## config.mk

```make
export PLATFORM = sky130hd
export DESIGN_NAME = alu_issue_stage
export DESIGN_NICKNAME = d
export VERILOG_FILES = /design/src/rtl/alu_issue_stage.sv
export SDC_FILE = /design/constraint.sdc
export NUM_CORES = 1
export LEC_CHECK = 0
export ABC_AREA = 1
export BUFFER_PORTS_ARGS = -buffer_cell sky130_fd_sc_hd__buf_4
export CAP_MARGIN = 10
export CORE_AREA = 4 4 133 135
export CTS_BUF_LIST = sky130_fd_sc_hd__clkbuf_4
export CTS_CLUSTER_SIZE = 40
export DETAILED_ROUTE_END_ITERATION = 12
export DIE_AREA = 0 0 137 139
export HOLD_SLACK_MARGIN = 0.12
export PLACE_DENSITY_LB_ADDON = 0.08
export SLEW_MARGIN = 20
export SYNTH_ARGS = -nofsm -noshare
export SYNTH_HDL_FRONTEND = slang
export SYNTH_SLANG_ARGS = --single-unit
```

## constraint.sdc

```tcl
create_clock -name clk -period 1.4 [get_ports clk]
set_input_delay 0.07 -clock clk [delete_from_list [all_inputs] [get_ports clk]]
set_output_delay 0.07 -clock clk [all_outputs]
set_load 0.01 [all_outputs]
```

## src/rtl/alu_issue_stage.sv

```systemverilog
// alu_issue_stage: decodes RV32 ALU-class instructions and presents them to the ALU from a two-entry output/skid buffer
module alu_issue_stage #(
  parameter int CNT_W  = 16,
  parameter bit EN_LUI = 1'b1
) (
  input  logic             clk,
  input  logic             rst_n,
  input  logic             in_valid,
  output logic             in_ready,
  input  logic [31:0]      instr,
  input  logic [31:0]      rs1_data,
  input  logic [31:0]      rs2_data,
  input  logic             flush,
  output logic             out_valid,
  input  logic             out_ready,
  output logic [2:0]       alu_func,
  output logic [31:0]      alu_op1,
  output logic [31:0]      alu_op2,
  output logic [4:0]       rd_addr,
  output logic             rd_we,
  output logic             illegal,
  output logic [CNT_W-1:0] illegal_count
);
  typedef struct packed {
    logic [2:0]  func;
    logic [31:0] op1;
    logic [31:0] op2;
    logic [4:0]  rd;
    logic        we;
    logic        ill;
  } bundle_t;

  bundle_t dec, out_q, out_d, skid_q, skid_d;
  logic out_valid_q, out_valid_d, skid_valid_q, skid_valid_d;
  logic [CNT_W-1:0] cnt_q, cnt_d;
  logic [6:0] opc, f7;
  logic [2:0] f3, f3_func;
  logic is_op, is_opi, is_lui, ok_f3, legal, acc, free;
  logic unused_rs1_addr;

  assign opc = instr[6:0];
  assign f3 = instr[14:12];
  assign f7 = instr[31:25];
  assign is_op = opc == 7'b0110011;
  assign is_opi = opc == 7'b0010011;
  assign is_lui = opc == 7'b0110111;
  assign ok_f3 = f3 == 3'b000 || f3 == 3'b001 || f3 == 3'b101 || f3[2:1] == 2'b11;
  assign f3_func = f3 == 3'b111 ? 3'b010 : f3 == 3'b110 ? 3'b011 : f3 == 3'b001 ? 3'b100 :
                   f3 == 3'b101 ? (f7[5] ? 3'b110 : 3'b101) : {2'b00, f7[5]};
  assign unused_rs1_addr = ^instr[19:15];
  assign acc = in_valid && in_ready && !flush;
  assign free = !out_valid_q || out_ready;

  // decode the offered instruction; illegal encodings carry only rd and the illegal flag
  always_comb begin
    dec = '0;
    legal = is_op  ? (f7 == 7'h00 && ok_f3) || (f7 == 7'h20 && (f3 == 3'b000 || f3 == 3'b101)) :
            is_opi ? f3 == 3'b000 || f3[2:1] == 2'b11 || (f3 == 3'b001 && f7 == 7'h00) ||
                     (f3 == 3'b101 && (f7 == 7'h00 || f7 == 7'h20)) :
            is_lui && EN_LUI;
    dec.func = (!legal || is_lui || (is_opi && f3 == 3'b000)) ? 3'b000 : f3_func;
    dec.op1 = (legal && !is_lui) ? rs1_data : 32'd0;
    dec.op2 = !legal ? 32'd0 : is_op ? rs2_data : is_lui ? {instr[31:12], 12'b0} :
              (f3 == 3'b001 || f3 == 3'b101) ? {27'b0, instr[24:20]} : {{20{instr[31]}}, instr[31:20]};
    dec.rd = instr[11:7];
    dec.we = legal && instr[11:7] != 5'd0;
    dec.ill = !legal;
  end

  // output/skid buffer steering and saturating illegal counter
  always_comb begin
    out_d = out_q;
    skid_d = skid_q;
    out_valid_d = out_valid_q;
    skid_valid_d = skid_valid_q;
    cnt_d = (acc && dec.ill && !(&cnt_q)) ? cnt_q + 1'b1 : cnt_q;
    if (flush) begin
      out_valid_d = 1'b0;
      skid_valid_d = 1'b0;
    end else if (free) begin
      out_valid_d = skid_valid_q || acc;
      out_d = skid_valid_q ? skid_q : acc ? dec : out_q;
      skid_valid_d = 1'b0;
    end else if (acc) begin
      skid_d = dec;
      skid_valid_d = 1'b1;
    end
  end

  // state registers, cleared asynchronously
  always_ff @(posedge clk or negedge rst_n) begin
    if (!rst_n) begin
      out_q <= '0;
      skid_q <= '0;
      out_valid_q <= 1'b0;
      skid_valid_q <= 1'b0;
      cnt_q <= '0;
    end else begin
      out_q <= out_d;
      skid_q <= skid_d;
      out_valid_q <= out_valid_d;
      skid_valid_q <= skid_valid_d;
      cnt_q <= cnt_d;
    end
  end

  assign in_ready = !skid_valid_q;
  assign out_valid = out_valid_q;
  assign alu_func = out_q.func;
  assign alu_op1 = out_q.op1;
  assign alu_op2 = out_q.op2;
  assign rd_addr = out_q.rd;
  assign rd_we = out_q.we;
  assign illegal = out_q.ill;
  assign illegal_count = cnt_q;
endmodule

```

==> results <==
- The largest fanout on the critical path is 8.
- The power per standard cell area is between 800 and 900 nW/um^2.
- The number of different library cells used by synthesis comes to 29.
- The worst reg2reg path startpoint is skid_valid_q.
- The detailed-route wire length per cell is approximately 17 um.
- The TritonCTS buffer count is 17.
- The library cells used most frequently in the layout, excluding fill and tap cells, are nand2_1, buf_4, dfrtp_1.
- Setup violations remaining at the end of the flow were counted as 90.
- The count of H-tree levels built during CTS is 4.
- The total routed wire length on the met1 layer is about 12,000 um.
- The first detailed-routing pass took 5 iterations.
- The maximum frequency from static timing analysis is approximately 0.67 GHz.
- The setup check on the worst reg-to-reg path leaves a slack of -100 ps.
- For the worst-skew pair, the clock arrives at the later sink with an insertion delay of approximately 560 ps.
- Setup repair after global routing could not meet its margin everywhere.
- The share of the core filled with cells in the final layout is about four fifths.
- The detailed route wirelength on metal2 is between 10,000 and 15,000 um.
- The via count is approximately 9,000.
- The worst setup path is captured at a flop.
- The clock arrives with ~16 ps of skew.
- The number of storage elements in the synthesis netlist is between 150 and 200.
- The data arrival at the endpoint of the critical path is ~2000 ps.
- The global-route wire length before repair is 40,500 um.
- The slew at the pin closest to its max-slew limit is just under 500 ps.
- The number of cell rows is 47.
- After detailed routing, the number of remaining DRC violations is 0.
- The count of routing violations after the opening detailed-route iteration is between 500 and 600.
- After clock tree synthesis, the clock-pin slew on the worst setup and hold paths is 140 ps.
- Counting every sink on the clock net gives approximately 170.
- The portion of the clock cycle consumed by the worst path in the final layout is 107%.
- The finished cells cover between 10,000 and 15,000 um^2.
- The last weighted congestion value of the routability-driven placer is 0.902.
- The largest net degree at the start of global routing is 52.
- The remaining max-slew budget at the tightest pin is about two thirds.
- The critical register-to-register path endpoint is skid_q[35].
- Detailed placement finished with a half-perimeter wire length of approximately 16,000 um.
- The initial core utilization is slightly below 50%.
- The final layout contains routed wiring with a total length of 28,600 um.
- The cell area after placement is just over 10,000 um^2.
- The area of the die is about 19,000 um^2.
- The accumulated negative setup slack is -3300 ps.
- The final-stage net count is approximately 1,600.
- The root buffer cell chosen for the clock tree is clkbuf_4.
- Once routing completed, OpenROAD measured the worst setup slack at -101 ps.
- The count of endpoints failing hold in the final timing report was 0.
- For this run, the number of Yosys warnings is 0.
- STA puts the critical path data required time at 1910 ps.
- The signed area change from the synthesized netlist to the final layout is 60.9%.
- The uppermost layer routed is met4.
- The number of standard cells in the final layout excluding fillers is roughly 1,700.
- The detailed route wirelength on metal3 is approximately 2000 um.
- In the routed layout, each cell is associated on average with a via count of 5.29.
- The library cell used most frequently in the layout, excluding fill and tap cells, is nand2_1.
- In this run the cell area of the synthesized design comes to about 8000 um^2.
- The time the worst path needs with I/O delays and setup is about 1500 ps.
- TritonCTS built the clock tree.
- The path class of the tightest hold or removal check is input port to flop.
- The checks that failed: setup timing.
- The type of element launching the critical path is a flop.
- The count of maximum capacitance violations is 0.
- The run finished, with violations left.
- The global-route usage over all layers is a little over a quarter.
- The number of global-route vias before repair is roughly 8,300.
- After synthesis, flip-flops and latches occupy just over 50% of the total area.
- The timing startpoint of the critical path is skid_valid_q.
- The timing endpoint of the critical path is skid_q[35].
- The number of placed I/O pins is between 150 and 200.
- The die extent in x is 137 um.
- The die is between 100 and 150 um tall.
- The minimum setup slack after placement is -199 ps.
- The critical path is of the flop to flop type.
- The leakage power summed over all cells is around 6.9 nW.
- The net count after synthesis is between 1,000 and 1,500.
- Synthesis produced a netlist whose cell count is 1,096.
- The floorplan step defined a core boundary enclosing about 16,000 um^2.
- The peak supply drop is roughly 580 uV.
- After global routing the overflow that remains totals 0.
- Buffers placed on the I/O ports in this run total between 150 and 200.
- The max-slew violation count is 0.
- The count of cells along the worst register-to-register path is 8.
- Including well taps, the total number of placed cells is between 1,500 and 2,000.
- The longest clock path from root to sink contains 2 buffers.
- The ratio of cells with drive above 1 in the final layout is roughly a third.
- After synthesis, the mean cell area works out to around 7.4 um^2.
- The detail route stage leaves a number of antenna-violating nets equal to 0.
- The initial antenna violation count came to 2.
worst max-delay path: stages (launching register included):
cell,delay [ps]
dfrtp_1,440
nor2_1,140
inv_2,70
nor2_4,120
buf_12,180
buf_12,150
clkbuf_16,180
nand3_2,80
nand2_1,70
power breakdown:
part | internal [mW] | switching [mW] | leakage [nW] | total, mW
logic | 1.35 | 1.20 | 4.51 | 2.55
clock network | 1.28 | 1.84 | 0.157 | 3.11
registers | 5.06 | 0.210 | 2.27 | 5.26
total | 7.68 | 3.25 | 6.93 | 10.9
final cells by class:
type / count / area, um^2
well taps: 220 / 275
flip-flops and latches: 166 / 4160
fillers: 1151 / 3340
clock inverters: 14 / 176
inverters: 35 / 185
multi-input cells: 829 / 4070
clock buffers: 18 / 135
diodes: 2 / 5.00
repair inverters: 3 / 33.8
repair buffers: 419 / 4080
flip-flops by register name (all words and copies together), names as in the netlist:
name / count
skid_q: 74
alu_op1: 32
alu_op2: 32
illegal_count: 16
rd_addr: 5
alu_func: 3
illegal: 1
out_valid: 1
rd_we: 1
skid_valid_q: 1
Yosys cell counts:
master	count	area share, %
a21oi_1	52	3.2
a21oi_4	1	0.20
buf_1	3	0.14
buf_2	10	0.61
buf_4	5	0.46
buf_6	4	0.55
clkbuf_1	44	2.0
clkinv_1	2	0.092
dfrtp_1	166	51
ha_1	2	0.31
inv_1	28	1.3
inv_2	5	0.23
nand2_1	433	20
nand2_2	3	0.23
nand3_1	48	2.9
nand3_2	1	0.12
nand3b_1	1	0.092
nand4_1	4	0.31
nor2_1	122	5.6
nor2_2	1	0.077
nor3_1	7	0.43
nor4_1	1	0.077
o21a_1	1	0.092
o21ai_0	85	5.2
o21ai_1	50	3.1
o22a_1	1	0.11
o22ai_1	1	0.077
xnor2_1	5	0.54
xor2_1	10	1.1
cell families after synthesis:
| logic type | after synthesis | share of synthesized area [%] |
|---|---|---|
| AOI/OAI and AO/OA | 191 | 11.9 |
| xor gates and xnor gates | 15 | 1.61 |
| adders and majority gates | 2 | 0.307 |
| buffers and inverters | 101 | 5.40 |
| DFF | 166 | 50.9 |
| and+or+nand+nor | 621 | 29.8 |
metal layers:
layer | vias to the layer above | global-route usage (%)
li1 | 4258 | -
met1 | 4279 | 37.3
met2 | 407 | 41.1
met3 | 76 | 3.96
met4 | 0 | 9.35
met5 | - | 0
how the worst min path moves through the flow:
stage / endpoint / cells past startpoint / startpoint / slack, ps
after floorplan: alu_func[0] / 0 / rst_n / -230
after global placement: illegal_count[5] / 1 / rst_n / 5
after detailed placement: illegal_count[5] / 1 / rst_n / 2
after CTS: skid_q[71] / 6 / instr[12] / 130
after global routing: skid_q[30] / 6 / rs2_data[23] / 130
final: skid_q[26] / 6 / rs2_data[19] / 140
metrics by stage:
step,hold WS (ps),power [mW]
CTS,132,10.6
detailed placement,2.06,7.19
global route,129,11.4
floorplan,-226,6.09
finish,140,10.9
global placement,4.82,7.17
what timing repair did:
action | in CTS | in global routing
hold endpoints to repair | 315 | 1
pin swaps | 3 | 43
hold buffers | 106 | 1
gates cloned | 3 | 22
endpoints found under the setup margin | 115 | 176
setup buffers | 8 | 11
gates resized for setup | 25 | 195
(Power assumes the default switching activity.)
